File: src/rtl/m_mem_access_ctrl.sv
// Memory-stage load/store controller: decodes MIPS memory ops, runs a req/ack
// bus transaction, stalls the pipeline while it is outstanding, and extends load data.
module m_mem_access_ctrl (
    input  logic        clk,
    input  logic        reset,
    input  logic        M_valid,
    input  logic [31:0] M_inStr,
    input  logic [31:0] M_aluResult,
    input  logic [31:0] M_ALU_src2_temp,
    output logic        M_stall,
    output logic        M_excAd,
    output logic        bus_req,
    output logic        bus_we,
    output logic [31:0] bus_addr,
    output logic [3:0]  bus_be,
    output logic [31:0] bus_wdata,
    input  logic        bus_ack,
    input  logic [31:0] bus_rdata,
    output logic [31:0] M_loadData,
    output logic        M_loadValid
);

    localparam int unsigned DW  = 32;
    localparam int unsigned BEW = 4;

    typedef enum logic [1:0] {S_IDLE, S_REQ, S_DONE} state_t;
    typedef enum logic [1:0] {SZ_B, SZ_H, SZ_W} size_t;

    state_t           state_q, state_d;
    logic             req_q, req_d;
    logic             we_q, we_d;
    logic [DW-1:0]    addr_q, addr_d;
    logic [BEW-1:0]   be_q, be_d;
    logic [DW-1:0]    wdata_q, wdata_d;
    logic [DW-1:0]    ldata_q, ldata_d;
    logic             lvalid_q, lvalid_d;
    size_t            size_q, size_d;
    logic             sgn_q, sgn_d;
    logic [1:0]       lane_q, lane_d;

    logic [5:0]       opcode;
    logic             is_mem, is_load, is_sgn, misalign, mem_op;
    size_t            size_c;
    logic [BEW-1:0]   be_c;
    logic [DW-1:0]    wdata_c, ext_c;
    logic [7:0]       byte_v;
    logic [15:0]      half_v;
    logic             unused_instr;

    assign opcode       = M_inStr[31:26];
    assign unused_instr = ^M_inStr[25:0];

    // Opcode decode: access size, direction and signedness
    always_comb begin
        is_mem  = 1'b1;
        is_load = 1'b0;
        is_sgn  = 1'b0;
        size_c  = SZ_W;
        case (opcode)
            6'h23: is_load = 1'b1;
            6'h20: begin is_load = 1'b1; is_sgn = 1'b1; size_c = SZ_B; end
            6'h24: begin is_load = 1'b1; size_c = SZ_B; end
            6'h21: begin is_load = 1'b1; is_sgn = 1'b1; size_c = SZ_H; end
            6'h25: begin is_load = 1'b1; size_c = SZ_H; end
            6'h2B: size_c = SZ_W;
            6'h28: size_c = SZ_B;
            6'h29: size_c = SZ_H;
            default: is_mem = 1'b0;
        endcase
    end

    always_comb begin
        case (size_c)
            SZ_W:    misalign = |M_aluResult[1:0];
            SZ_H:    misalign = M_aluResult[0];
            default: misalign = 1'b0;
        endcase
    end

    assign M_excAd = M_valid & is_mem & misalign;
    assign mem_op  = M_valid & is_mem & ~misalign;
    assign M_stall = mem_op & (state_q != S_DONE);

    // Byte enables and lane-replicated store data from the current request
    always_comb begin
        case (size_c)
            SZ_W: begin
                be_c    = 4'b1111;
                wdata_c = M_ALU_src2_temp;
            end
            SZ_H: begin
                be_c    = M_aluResult[1] ? 4'b1100 : 4'b0011;
                wdata_c = {2{M_ALU_src2_temp[15:0]}};
            end
            default: begin
                be_c    = BEW'(4'b0001 << M_aluResult[1:0]);
                wdata_c = {4{M_ALU_src2_temp[7:0]}};
            end
        endcase
        if (is_load) wdata_c = '0;
    end

    assign byte_v = 8'(bus_rdata >> {lane_q, 3'b000});
    assign half_v = lane_q[1] ? bus_rdata[31:16] : bus_rdata[15:0];

    always_comb begin
        case (size_q)
            SZ_B:    ext_c = {{24{sgn_q & byte_v[7]}}, byte_v};
            SZ_H:    ext_c = {{16{sgn_q & half_v[15]}}, half_v};
            default: ext_c = bus_rdata;
        endcase
    end

    // Next-state and registered bus/load outputs
    always_comb begin
        state_d  = state_q;
        req_d    = req_q;
        we_d     = we_q;
        addr_d   = addr_q;
        be_d     = be_q;
        wdata_d  = wdata_q;
        ldata_d  = ldata_q;
        lvalid_d = lvalid_q;
        size_d   = size_q;
        sgn_d    = sgn_q;
        lane_d   = lane_q;
        case (state_q)
            S_IDLE: begin
                if (mem_op) begin
                    req_d   = 1'b1;
                    we_d    = ~is_load;
                    addr_d  = {M_aluResult[31:2], 2'b00};
                    be_d    = be_c;
                    wdata_d = wdata_c;
                    size_d  = size_c;
                    sgn_d   = is_sgn;
                    lane_d  = M_aluResult[1:0];
                    state_d = S_REQ;
                end
            end
            S_REQ: begin
                if (bus_ack) begin
                    req_d = 1'b0;
                    if (!we_q) begin
                        ldata_d  = ext_c;
                        lvalid_d = 1'b1;
                    end
                    state_d = S_DONE;
                end
            end
            S_DONE: begin
                lvalid_d = 1'b0;
                state_d  = S_IDLE;
            end
            default: state_d = S_IDLE;
        endcase
    end

    always_ff @(posedge clk) begin
        if (reset) begin
            state_q  <= S_IDLE;
            req_q    <= 1'b0;
            we_q     <= 1'b0;
            addr_q   <= '0;
            be_q     <= '0;
            wdata_q  <= '0;
            ldata_q  <= '0;
            lvalid_q <= 1'b0;
            size_q   <= SZ_B;
            sgn_q    <= 1'b0;
            lane_q   <= '0;
        end else begin
            state_q  <= state_d;
            req_q    <= req_d;
            we_q     <= we_d;
            addr_q   <= addr_d;
            be_q     <= be_d;
            wdata_q  <= wdata_d;
            ldata_q  <= ldata_d;
            lvalid_q <= lvalid_d;
            size_q   <= size_d;
            sgn_q    <= sgn_d;
            lane_q   <= lane_d;
        end
    end

    assign bus_req     = req_q;
    assign bus_we      = we_q;
    assign bus_addr    = addr_q;
    assign bus_be      = be_q;
    assign bus_wdata   = wdata_q;
    assign M_loadData  = ldata_q;
    assign M_loadValid = lvalid_q;

endmodule

File: config.mk
export PLATFORM = sky130hd
export DESIGN_NAME = m_mem_access_ctrl
export DESIGN_NICKNAME = d
export VERILOG_FILES = /design/src/rtl/m_mem_access_ctrl.sv
export SDC_FILE = /design/constraint.sdc
export NUM_CORES = 1
export LEC_CHECK = 0
export CAP_MARGIN = 30
export CORE_MARGIN = 4
export CORE_UTILIZATION = 42
export CTS_BUF_LIST = sky130_fd_sc_hd__clkbuf_2 sky130_fd_sc_hd__clkbuf_4 sky130_fd_sc_hd__clkbuf_8
export DETAILED_ROUTE_END_ITERATION = 10
export PLACE_DENSITY = 0.81
export SLEW_MARGIN = 40
export SYNTH_ARGS = -nofsm -noshare
export SYNTH_HDL_FRONTEND = slang
export SYNTH_SLANG_ARGS = --single-unit
File: constraint.sdc
create_clock -name clk -period 2.75 [get_ports clk]
set_clock_uncertainty 0.15 [all_clocks]
set_input_delay 0.275 -clock clk [delete_from_list [all_inputs] [get_ports clk]]
set_output_delay 0.275 -clock clk [all_outputs]
set_load 0.005 [all_outputs]
==> results.py <==
metrics = {
    "detailed_routing": {
        "dr.pass1.iters": 6,
        "wirelength_um": 16100,
        "vias": 5126,
        "postRouteAntennaNets": 0,
        "wire_per_inst_um": 17.1,
        "drt-initial-drc-count": 461,
        "viasPerCell": 5.44,
        "drc": 0,
    },
    "cells_and_area": {
        "drive_gt1_share_pct": 7.72,
        "final_common_cell": "clkdlybuf4s50_1",
        "fill_cells": 933,
        "post-route-util_pct": 66.2,
        "diodes": 0,
        "ff_latch_area_um2": 2160,
        "final_cell_mix": "clkdlybuf4s50_1 (205), nand2_1 (146), dfxtp_1 (108)",
        "syn2layout_area_growth_pct": 52.0,
        "multi_input_area_um2": 2390,
        "final_nets": 930,
    },
    "power_and_ir_drop": {
        "p_per_area_nw_per_um2": 427,
        "leakage_nw": 2.47,
        "peakVddDrop_v": 0.000334,
        "total_power_w": 0.00312,
    },
    "place": {
        "pre_cts_ws_ns": -0.0512,
        "io_buffers": 208,
        "post-dp-hpwl_um": 12000,
        "place_congestion": 0.933,
    },
    "synthesis": {
        "muxShareOfSynthArea_pct": 7.79,
        "synth_top_family_by_area": "simple AND/OR/NAND/NOR gates",
        "synth-simple-area-share_pct": 23.6,
        "synth_area_um2": 4800,
        "ys_warn_count": 0,
        "synthAdderAreaFrac_pct": 0,
        "synth_compound_area_share_pct": 18.0,
        "syn_area_per_cell_um2": 7.92,
        "yosysSeqAreaShare_pct": 45.0,
        "ys_ff_latch": 108,
        "synth-xor-area-share_pct": 0,
        "synth_cells": 607,
        "ys_types": 38,
    },
    "setup_path": {
        "crit_buf_inv": 2,
        "criticalPathCategory": "primary input to output port",
        "worstPathRequired_ns": 2.33,
        "cp.arrival_ns": 2.10,
        "cp_slowest_stage_delay_ns": 0.47,
        "crit_slowest_cell": "clkdlybuf4s50_1",
        "crit_chain": "clkdlybuf4s50_1, or3b_1, or2_2, nor2_1, o21ai_0, a21boi_0, dlygate4sd2_1",
        "worstSetupStartpointType": "primary input",
        "worst-path-max-fanout": 2,
        "cp_top_family": "simple AND/OR/NAND/NOR gates",
        "cp-end-kind": "output port",
    },
    "floorplan": {
        "dieWidth_um": 115,
        "initial_utilization_pct": 43.6,
        "dieArea_um2": 13200,
        "coreArea_um2": 11000,
        "die_h_um": 115,
        "rows": 38,
        "ios": 237,
    },
    "sta": {
        "fin_crit_ns": 2.52,
        "tightestPinTransition_ns": 0.568,
        "slew_viol_final": 0,
        "hold_viol_final": 0,
        "setup_ws_ns": 0.229,
        "rsz0062_at_grt": "false",
        "post-route-period-util_pct": 91.7,
        "setup_tns_ns": 0,
        "fmax_mhz": 397,
        "max-slew-margin-rel_pct": 62.1,
        "setup_viol": 0,
    },
    "global_route": {
        "grt_max_degree": 109,
        "grt_pass1_wl_um": 25200,
        "antenna_found_initial": 0,
        "grt_usage_pct": 23.8,
        "first_global_vias": 5163,
        "grt_overflow": 0,
    },
    "clocking": {
        "cts_inserted_buffers": 9,
        "clock_sinks": 108,
        "clkSlewWorstSetupHoldPaths_ns": 0.10,
        "clock_path_buffers": 2,
        "tritoncts": "built",
        "clkLatencyLatePin_ns": 0.37,
        "cts_root_buf": "clkbuf_8",
        "ctsHtreeMaxLevel": 3,
        "postCtsSetupBuffers": 0,
    },
    "worst_hold_path": {
        "hold_class": "primary input to register",
    },
    "flow_run": {
        "maxCapViolCount": 0,
    },
    "outcome": {
        "status": "complete, no violations",
    },
}
routing by layer:
metal  GRT usage [%]  up-vias  wire (µm)
met2            40.4      272       7710
met4            8.37        0        415
li1                -     2454          -
met1            27.3     2358       6040
met5               0        -          0
met3            9.53       42       1930
cell usage after synthesis (all sizes together):
library cell / instances / area share (%)
a211o: 1 / 0.18
a211oi: 19 / 3.0
a21boi: 1 / 0.16
a21oi: 88 / 9.2
a221o: 8 / 1.7
a311oi: 1 / 0.18
and2: 1 / 0.13
and2b: 1 / 0.16
and4: 1 / 0.18
buf: 15 / 1.7
clkbuf: 36 / 2.8
conb: 1 / 0.078
dfxtp: 108 / 45
inv: 12 / 0.94
mux2: 17 / 4.0
mux2i: 16 / 3.3
mux4: 1 / 0.47
nand2: 146 / 11
nand2b: 10 / 1.3
nand3: 25 / 2.6
nand3b: 2 / 0.31
nand4: 1 / 0.26
nor2: 44 / 3.4
nor2b: 11 / 1.4
nor3: 13 / 1.4
o2111ai: 8 / 1.5
o21ai: 3 / 0.31
o21bai: 1 / 0.16
o221ai: 7 / 1.3
o22ai: 2 / 0.52
or2: 2 / 0.26
or3: 2 / 0.26
or3b: 1 / 0.18
or4: 1 / 0.16
or4b: 1 / 0.21
worst register-to-register path: stages (launching register included):
cell and delay [ns]:
dfxtp_1 0.37, buf_4 0.28, nor2b_1 0.52, a21oi_1 0.16, o221ai_1 0.24, nor2_1 0.07
nor3_1 0.19
stage by stage:
step	hold WS (ns)	std cells	area [µm²]
2_1_floorplan	0.261	608	4810
3_5_place_dp	0.294	927	7070
5_1_grt	0.275	943	7300
6_report	0.267	943	7300
3_3_place_gp	0.289	927	7070
4_1_cts	0.268	943	7300
layout make-up:
| cell class | instances | share of cell area (%) |
|---|---|---|
| multi-input combinational | 437 | 32.8 |
| timing repair buffer | 230 | 31.4 |
| sequential | 108 | 29.6 |
| tap | 140 | 2.40 |
| clock buffer | 11 | 1.99 |
| clock inverter | 5 | 1.16 |
| inverter | 12 | 0.617 |
where the power goes:
part	internal [W]	total [W]	switching [W]
sequential	0.00159	0.00160	0.0000125
combinational	0.000245	0.000424	0.000179
clock	0.000552	0.00109	0.000543
cells by family after synthesis:
family	count (synthesis)
other cells	1
compound gates	139
mux	34
simple gates	262
buf+inv	63
flops	108
flip-flops by register name, summed over array words and instances, names as in the netlist:
name / cells
bus_we: 1
lane_q: 2
bus_addr: 30
M_loadData: 32
state_q: 2
bus_be: 4
size_q: 2
bus_req: 1
M_loadValid: 1
sgn_q: 1
bus_wdata: 32
repair_timing:
action | CTS | global route
resized for setup | 1 | 1
pin swaps | 0 | 0
setup endpoints to repair | 1 | 1
hold buffers | 0 | 0
final timing paths:
check	slack, ns	from	depth (start not counted)	end
setup / recovery	0.23	M_inStr[31]	7	M_excAd
hold reg to reg	0.30	bus_wdata[23]	2	bus_wdata[23]
setup reg to reg	0.71	lane_q[1]	6	M_loadData[3]
hold / removal	0.27	reset	3	state_q[1]
(Power assumes the default switching activity.)
==> variant, RTL diff (same flow settings) <==
`wdata_q` no longer has a reset.
--- a/src/rtl/m_mem_access_ctrl.sv
+++ b/src/rtl/m_mem_access_ctrl.sv
@@ -163,7 +163,6 @@
             we_q     <= 1'b0;
             addr_q   <= '0;
             be_q     <= '0;
-            wdata_q  <= '0;
             ldata_q  <= '0;
             lvalid_q <= 1'b0;
             size_q   <= SZ_B;
@@ -175,13 +174,16 @@
             we_q     <= we_d;
             addr_q   <= addr_d;
             be_q     <= be_d;
-            wdata_q  <= wdata_d;
             ldata_q  <= ldata_d;
             lvalid_q <= lvalid_d;
             size_q   <= size_d;
             sgn_q    <= sgn_d;
             lane_q   <= lane_d;
         end
+    end
+
+    always_ff @(posedge clk) begin
+        wdata_q <= wdata_d;
     end
 
     assign bus_req     = req_q;
Check against the original RTL: not equivalent (a bounded check fails within 4 cycles, from zero or initial values and one cycle with reset high).
==> variant against the original RTL <==
Register-to-register slack worse by 0.08 ns; sequential cell count unchanged; final cell count down 8.2%; worst hold slack got worse by 0.032 ns; synthesized cell count decreased by 14%; power is 0.98% lower; worst setup slack improved by 0.071 ns; critical path depth decreased by 2; routed wire length is 5.7% lower; final area increased by 1.5%; synthesized area up 2.7%; critical endpoint unchanged; utilization down 1.6 points.
==> variant: results (changes against the original RTL) <==
metric,value,unit,change
dpl hpwl,11200,µm,was 12000 µm
leak pwr,2.45,nW,was 2.47 nW
diode count,0,,unchanged
FF-to-FF End,M_loadData[30]$_SDFFE_PP0P_,,was M_loadData[3]$_SDFFE_PP0P_
DR iter-0 viols,464,,was 461
Max clock buf depth,2,,unchanged
Post-CTS Resized,0,,was 1
met2 WL,7410,µm,was 7710 µm
Worst Hold Path EP,lane_q[1]$_SDFFE_PP0P_,,was state_q[1]$_SDFFE_PP0P_
met3 WL,1260,µm,was 1930 µm
Placer Congestion,0.883,,was 0.933
Crit path largest cell delay,0.60,ns,was 0.47 ns
sequential element share of the synthesized area,50.3,%,was 45.0%
R2R depth,6,,unchanged
layout cell share with drive strength beyond 1,9.82,%,was 7.72%
Max Used Layer,met4,,unchanged
worst-path fanout max,6,,was 2
R2R Setup Slk,0.63,ns,was 0.71 ns
Post-Layout Cell Count,866,,was 943
hold depth,2,,was 3
Switching Fraction,22.9,%,was 23.6%
status,finished clean,,unchanged
"Power, Total",3.09,mW,was 3.12 mW
Netlist cell types,53,,was 38
CP top delay family,buffers and inverters,,was simple AND/OR/NAND/NOR gates
FILL cells,927,,was 933
top post-synthesis cells by count,"dfxtp_1, a21oi_1, nor2_1",,"was nand2_1, dfxtp_1, a21oi_1"
first-pass GRT wire length,23700,µm,was 25200 µm
worst path arrival time,2.02,ns,was 2.10 ns
total CTS buffers,9,,unchanged
pin count of the biggest net entering global routing,40,,was 109
gr usage total,22.0,%,was 23.8%
Crit. Startpoint,M_inStr[26],,was M_inStr[31]
final net count,850,,was 930
Via density,5.55,,was 5.44
Routed WL,15200,µm,was 16100 µm
Peak VDD IR,0.227,mV,was 0.334 mV
M1 WL,6050,µm,was 6040 µm
core area,0.0115,mm²,was 0.0110 mm²
Seq pwr share,53.8,%,was 51.3%
vias in the first global route,4744,,was 5163
Synth Warn #,0,,unchanged
cell count after synthesis,521,,was 607
main area contributors after synthesis,"dfxtp_1, edfxtp_1, a21oi_1",,"was dfxtp_1, nand2_1, a21oi_1"
Power Clock,1.00,mW,was 1.09 mW
number of flops mapped to enable cells by yosys,32,,was 0
Worst Setup EP,M_excAd,,unchanged
Post-synth ARST share,0,%,unchanged
slew margin rel.,60.7,%,was 62.1%
initial antenna violation count,0,,unchanged
variant: per-layer routing:
metal	track usage (%)	vias up
met3	5.75	36
met4	9.59	0
met5	0	-
li1	-	2307
met1	26.9	2257
met2	36.7	204
variant: cells by family (layout without fill, tap and decap cells):
group	Yosys count	count (layout)	share of synthesized area (%)
other	1	2	0.0760
DFF	108	108	50.3
and+or+nand+nor	157	157	15.0
buffers and inverters	51	252	4.74
muxes	21	21	4.72
AOI/OAI and AO/OA	183	183	25.1
variant: per-stage QoR:
step	instance area [µm²]	setup slack [ns]	hold WS, ns
global route	7410	0.170	0.265
finish	7410	0.300	0.236
global placement	7190	0.128	0.310
CTS	7400	0.104	0.209
detailed placement	7190	0.126	0.319
floorplan	4940	0.946	0.226
variant: layout make-up:
cell class	count	area share, %
flip-flops and latches	108	33.5
multi-input cells	363	30.3
well taps	143	2.41
clock inverters	2	0.456
repair buffers	231	30.7
clock buffers	14	2.31
inverters	5	0.253
